$ cat src/rtl/mp_add_seq_if.sv
// Operand and result word streams between the requester/consumer and mp_add_seq.
// The slave modport is the sequencer side; master is the requester/consumer side.
interface mp_add_seq_if #(
  parameter int DATA_W = 16
);
  logic              in_valid;
  logic              in_ready;
  logic [DATA_W-1:0] in_a;
  logic [DATA_W-1:0] in_b;
  logic              out_valid;
  logic              out_ready;
  logic [DATA_W-1:0] out_s;
  logic              out_last;

  modport master (
    output in_valid, in_a, in_b, out_ready,
    input  in_ready, out_valid, out_s, out_last
  );

  modport slave (
    input  in_valid, in_a, in_b, out_ready,
    output in_ready, out_valid, out_s, out_last
  );
endinterface

$ cat src/rtl/mp_add_seq.sv
// Multi-precision add/subtract sequencer: streams NWORDS word pairs, LS word first,
// through one external 16-bit adder and chains the carry between passes in a register.
module mp_add_seq #(
  parameter int NWORDS  = 4,
  parameter int CNT_W   = 4,
  parameter int ADD_LAT = 0
) (
  input  logic        CLK,
  input  logic        RST,
  input  logic        start,
  input  logic        sub,
  output logic        busy,
  mp_add_seq_if.slave io,
  output logic        carry_out,
  output logic        ovf,
  output logic        done,
  output logic [15:0] add_a,
  output logic [15:0] add_b,
  output logic        add_cin,
  input  logic [15:0] add_s,
  input  logic        add_cout
);
  localparam int DATA_W = 16;
  localparam logic [CNT_W-1:0] LAST_CNT = CNT_W'(NWORDS - 1);

  typedef enum logic [2:0] {S_IDLE, S_RUN, S_WAIT, S_DRAIN, S_DONE} state_t;

  state_t              state, state_nxt;
  logic                sub_r;
  logic                carry_r;
  logic                last_issued;
  logic [CNT_W-1:0]    cnt;
  logic [DATA_W-1:0]   add_a_p0, add_b_p0;
  logic                add_cin_p0;
  logic [DATA_W-1:0]   out_s_p1;
  logic                out_last_p1;
  logic                vld_p1;
  logic                in_ready_c;
  logic                accept;
  logic                capture;
  logic                cap_last;
  logic                out_pop;

  always_comb begin
    state_nxt  = state;
    busy       = (state != S_IDLE);
    done       = 1'b0;
    in_ready_c = 1'b0;
    case (state)
      S_IDLE:  if (start) state_nxt = S_RUN;
      S_RUN: begin
        in_ready_c = !vld_p1 || io.out_ready;
        if (in_ready_c && io.in_valid) begin
          if (ADD_LAT != 0)          state_nxt = S_WAIT;
          else if (cnt == LAST_CNT)  state_nxt = S_DRAIN;
        end
      end
      S_WAIT:  state_nxt = last_issued ? S_DRAIN : S_RUN;
      S_DRAIN: if (vld_p1 && io.out_ready && out_last_p1) state_nxt = S_DONE;
      S_DONE: begin
        done      = 1'b1;
        state_nxt = S_IDLE;
      end
      default: state_nxt = S_IDLE;
    endcase
  end

  assign accept   = io.in_valid && in_ready_c;
  assign out_pop  = vld_p1 && io.out_ready;
  // A combinational adder is sampled on the issue edge; a registered one one edge later in WAIT.
  assign capture  = (ADD_LAT == 0) ? accept : (state == S_WAIT);
  assign cap_last = (ADD_LAT == 0) ? (cnt == LAST_CNT) : last_issued;

  // Issue stage: the adder sees the new word during the accept cycle, then the held copy.
  assign add_a   = accept ? io.in_a : add_a_p0;
  assign add_b   = accept ? (io.in_b ^ {DATA_W{sub_r}}) : add_b_p0;
  assign add_cin = accept ? carry_r : add_cin_p0;

  assign io.in_ready  = in_ready_c;
  assign io.out_valid = vld_p1;
  assign io.out_s     = out_s_p1;
  assign io.out_last  = out_last_p1;

  always_ff @(posedge CLK) begin
    if (RST) begin
      state       <= S_IDLE;
      sub_r       <= 1'b0;
      carry_r     <= 1'b0;
      last_issued <= 1'b0;
      cnt         <= '0;
      add_a_p0    <= '0;
      add_b_p0    <= '0;
      add_cin_p0  <= 1'b0;
      out_s_p1    <= '0;
      out_last_p1 <= 1'b0;
      vld_p1      <= 1'b0;
      carry_out   <= 1'b0;
      ovf         <= 1'b0;
    end else begin
      state <= state_nxt;
      if (state == S_IDLE && start) begin
        sub_r       <= sub;
        carry_r     <= sub;
        cnt         <= '0;
        last_issued <= 1'b0;
        carry_out   <= 1'b0;
        ovf         <= 1'b0;
      end
      if (accept) begin
        add_a_p0   <= add_a;
        add_b_p0   <= add_b;
        add_cin_p0 <= add_cin;
        if (cnt != LAST_CNT) cnt <= cnt + 1'b1;
        else                 last_issued <= 1'b1;
      end
      // Result stage: single-entry output buffer, also the carry chain register.
      if (capture) begin
        out_s_p1    <= add_s;
        out_last_p1 <= cap_last;
        vld_p1      <= 1'b1;
        carry_r     <= add_cout;
        if (cap_last) begin
          carry_out <= add_cout;
          ovf       <= (add_a[DATA_W-1] == add_b[DATA_W-1]) && (add_s[DATA_W-1] != add_a[DATA_W-1]);
        end
      end else if (out_pop) begin
        vld_p1 <= 1'b0;
      end
    end
  end
endmodule
$ cat src/flat_wrapper.sv
// flat-port wrapper written by rule: the top's interface ports become plain ports
module mp_add_seq_flat 
#(
  parameter int NWORDS  = 4,
  parameter int CNT_W   = 4,
  parameter int ADD_LAT = 0
)
  (CLK, RST, start, sub, busy, carry_out, ovf, done, add_a, add_b, add_cin, add_s, add_cout, io_in_valid, io_in_a, io_in_b, io_out_ready, io_in_ready, io_out_valid, io_out_s, io_out_last);
  mp_add_seq_if io_i ();
  input  logic CLK;
  input  logic RST;
  input  logic start;
  input  logic sub;
  output logic busy;
  output logic carry_out;
  output logic ovf;
  output logic done;
  output logic [15:0] add_a;
  output logic [15:0] add_b;
  output logic add_cin;
  input  logic [15:0] add_s;
  input  logic add_cout;
  input wire logic [$bits(io_i.in_valid)-1:0] io_in_valid;
  input wire logic [$bits(io_i.in_a)-1:0] io_in_a;
  input wire logic [$bits(io_i.in_b)-1:0] io_in_b;
  input wire logic [$bits(io_i.out_ready)-1:0] io_out_ready;
  output wire logic [$bits(io_i.in_ready)-1:0] io_in_ready;
  output wire logic [$bits(io_i.out_valid)-1:0] io_out_valid;
  output wire logic [$bits(io_i.out_s)-1:0] io_out_s;
  output wire logic [$bits(io_i.out_last)-1:0] io_out_last;
  assign io_i.in_valid = io_in_valid;
  assign io_i.in_a = io_in_a;
  assign io_i.in_b = io_in_b;
  assign io_i.out_ready = io_out_ready;
  assign io_in_ready = io_i.in_ready;
  assign io_out_valid = io_i.out_valid;
  assign io_out_s = io_i.out_s;
  assign io_out_last = io_i.out_last;
  mp_add_seq #(.NWORDS(NWORDS), .CNT_W(CNT_W), .ADD_LAT(ADD_LAT)) u_core (.CLK(CLK), .RST(RST), .start(start), .sub(sub), .busy(busy), .io(io_i), .carry_out(carry_out), .ovf(ovf), .done(done), .add_a(add_a), .add_b(add_b), .add_cin(add_cin), .add_s(add_s), .add_cout(add_cout));
endmodule
$ cat config.mk
export PLATFORM = sky130hd
export DESIGN_NAME = mp_add_seq_flat
export DESIGN_NICKNAME = d
export VERILOG_FILES = /design/src/rtl/mp_add_seq_if.sv /design/src/rtl/mp_add_seq.sv /design/src/flat_wrapper.sv
export SDC_FILE = /design/constraint.sdc
export NUM_CORES = 1
export LEC_CHECK = 0
export ABC_AREA = 1
export ABC_CLOCK_PERIOD_IN_PS = 2000
export CAP_MARGIN = 20
export CORE_ASPECT_RATIO = 0.8
export CORE_MARGIN = 1
export CORE_UTILIZATION = 48
export DETAILED_ROUTE_END_ITERATION = 10
export GPL_TIMING_DRIVEN = 1
export HOLD_SLACK_MARGIN = 0.1
export PLACE_DENSITY = 0.87
export SYNTH_ARGS = -nofsm -noshare
export SYNTH_HDL_FRONTEND = slang
export SYNTH_SLANG_ARGS = --single-unit
$ cat constraint.sdc
create_clock -name CLK -period 2 [get_ports CLK]
set_input_delay 0.2 -clock CLK [delete_from_list [all_inputs] [get_ports CLK]]
set_output_delay 0.2 -clock CLK [all_outputs]
set_load 0.03 [all_outputs]
==> metrics.md, run 1 <==
| Metric | Value |
|---|---|
| Mapped Nets | 441 |
| Synth Instances | 385 |
| Min Clock Period, post-route | 1910 ps |
| DIE HEIGHT | 71.9 um |
| DR DRC count | 0 |
| Share of cells above drive strength 1 | 0.303 |
| Die area | 6430 um2 |
| Setup CP Type | reg2out |
| Reg power frac | 0.391 |
| Routability cong. | 0.755 |
| Pwr Density | 793 nW/um2 |
| Headroom to the max-slew limit | 0.665 |
| Endpoints failing hold | 0 |
| Initial DRC Count | 111 |
| WP data required | 1800 ps |
| Worst-Margin Slew | 503 ps |
| Mux share of post-synthesis cell area | 0 |
| Clock power frac | 0.308 |
| DP HPWL | 5140 um |
| IO buf count | 110 |
| Remaining Overflow, GRT | 0 |
| Placed cell area | 4190 um2 |
| Yosys warns | 0 |
| Final instance area | 4440 um2 |
| Worst hold start | RST |
| Setup crit end kind | primary output |
| Final antenna-violating net count | 0 |
| Synth unique cells | 33 |
| Clock transition at the registers of the reported paths | 70 ps |
| Post-synthesis adder-cell area fraction | 0.00426 |
| Slew Viols, Final | 0 |
| Number of synthesized flops with an enable pin | 0 |
| Core Area | 5910 um2 |
| Post-Synth XOR/XNOR Area | 0.0507 |
| Switching share of power | 0.322 |
| Post-synthesis cell area | 2940 um2 |
| Clk sink count | 63 |
| Startpoint types | flop |
| Fin nets | 579 |
| Clock Latency Late Sink | 340 ps |
| First-pass GRT wire length | 11400 um |
| Largest net degree at the start of global routing | 45 |
| Synth Flop Type | dfxtp_1 |
| # H-tree levels | 3 |
| Largest fanout on the critical path | 12 |
| Compound-Gate Fraction of Synth Area | 0.148 |
| Initial Util | 0.497 |
| Placed insts | 592 |
| Most frequent cells in the layout | clkdlybuf4s50_1 (75), nor2_1 (69), buf_4 (66) |
| Initial antenna violation count | 0 |
| P&R area growth vs syn | 51.2% |
| Lkg Pwr | 0.00217 uW |
| Max cap viols | 0 |
| Ports | 111 |
| Largest family of logic cells by synthesized area | simple AND/OR/NAND/NOR gates |
| Crit. Startpoint | u_core.state[1] |
| Final Worst Setup Slack | 91.1 ps |
| Place WS | -5.25 ps |
| Routed WL | 7220 um |
| Avg Vias per Cell | 4.59 |
| Syn Area/Cell | 7.62 um2 |
| Clock buffer depth | 2 |
| Detailed Routing Iterations Pass 1 | 4 |
| Async set-reset flop share out of synthesis | 0 |
| CTS buffer count | 9 |
| Ant diodes | 0 |
| Routed wire per std cell | 11.9 um |
| Status | completed |
| Simple-gate share of the synthesized area | 0.240 |
| Combinational Power Share | 0.301 |
| Setup TNS | 0 ps |
| Final worst path period share | 0.954 |
| Clock root cell | clkbuf_8 |
| Peak supply drop | 476 uV |
| RSZ-0062 raised after global routing | yes |
| Reg-to-reg startpoint | u_core.cnt[0] |
| Seq/Total Area, Yosys | 0.430 |
| Switch Pwr | 1130 uW |
| Routed vias | 2794 |
| Commonest non-fill, non-tap cell in the layout | clkdlybuf4s50_1 |
| Max Clk Rate | 0.524 GHz |
| Vias in the first global route | 2592 |
| WP data arrival | 1710 ps |
| Yosys reg bits | 63 |
| Std-Cell Rows | 25 |
| Hold Crit Class | in2reg |
| Final Non-Filler Cells | 609 |
| All-Layer GR Usage | 0.235 |
| Clock Skews | 8.06 ps |
| Die X | 89.4 um |
| Int Pwr | 2390 uW |
| TritonCTS clock tree | built |
| Setup Viol. Count Final | 0 |
| Pwr Total | 3520 uW |
-- metrics by stage --
stage	hold slack [ps]	util
5_1_grt	410	0.750
3_3_place_gp	460	0.709
6_report	403	0.750
3_5_place_dp	459	0.709
2_1_floorplan	335	-
4_1_cts	390	0.746
-- worst paths after layout --
path                         to  slack [ps]  depth (start not counted)
max                    add_a[9]          90                          8
min          u_core.add_a_p0[2]         400                          3
max reg2reg     u_core.state[0]         410                          7
min reg2reg    u_core.carry_out         470                          2
-- sequential cells by signal, indices dropped and copies added, names as in the netlist --
register,count
u_core.last_issued,1
u_core.io.out_s,16
u_core.state,3
u_core.ovf,1
u_core.carry_r,1
u_core.carry_out,1
u_core.cnt,4
u_core.io.out_valid,1
u_core.add_a_p0,16
u_core.sub_r,1
u_core.add_b_p0,16
u_core.io.out_last,1
u_core.add_cin_p0,1
-- final cells by class --
type	instances	area, um2
fillers	436	1480
multi-input cells	239	1320
repair buffers	146	1310
flip-flops and latches	63	1270
inverters	64	240
clock buffers	9	124
well taps	81	101
clock inverters	7	73.8
-- cells by family (layout without fill, tap and decap cells) --
kind of cell             count (synthesis)  count (layout)
AND/OR/NAND/NOR                        155             155
buffers and inverters                   83             226
AO/OA/AOI/OAI                           66              66
flip-flops                              63              63
XOR/XNOR                                17              17
adder cells (fa/ha/maj)                  1               1
-- worst max-delay path: stages (launching register included) --
cell	delay (ps)
dfxtp_4	400
inv_2	60
nand3_2	110
nor2_4	70
buf_12	130
or2_2	260
o21ai_1	110
inv_1	50
buf_4	160
-- cell usage after synthesis (2+ instances only) --
cell type  count  area [um2]
xor2_1        16         140
inv_1         45         169
a21oi_1       12        60.1
or2_2          6        37.5
nand3_1        8        40.0
nor2_1        69         259
o21ai_1        7        35.0
nand2_2        5        31.3
buf_4          3        22.5
nand2_1       44         165
buf_6          6        67.6
dfxtp_1       63        1260
nor3_1         3        15.0
nor2_2         2        12.5
buf_2          3        15.0
inv_2         19        71.3
or2_1         10        62.6
o21ai_2       25         219
o21ai_0       18        90.1
clkbuf_1       6        22.5
nor2_4         3        33.8
-- timing repair --
| action | in CTS | in global routing |
|---|---|---|
| pin swaps | 1 | 0 |
| setup endpoints to repair | 5 | 16 |
| cloned | 0 | 0 |
| setup buffers | 1 | 0 |
| hold buffers | 0 | 0 |
| resized for setup | 3 | 10 |
| endpoints found under the hold margin | 0 | 0 |
-- power by group through the flow --
stage	Sequential, uW	Combinational (uW)	Clock, uW
floorplan	1450	551	0
global placement	1400	1020	0
detailed placement	1400	1050	0
CTS	1380	1060	1120
global route	1380	1150	1170
finish	1380	1060	1080
-- routing by layer --
layer,vias to the layer above,GRT usage,routed length (um),share of wire
li1,1455,-,-,-
met4,0,0.0776,74,0.010
met3,10,0.0853,540,0.075
met5,-,0,0,0
met2,81,0.390,3370,0.47
met1,1248,0.281,3230,0.45
Note: power is estimated with default switching activity, not from simulation.
==> run 2: changes to the inputs <==
CTS_CLUSTER_SIZE = 14   (was unset)
==> results of run 2 <==
Final layout, timing and power as in run 1 (identical DEF).
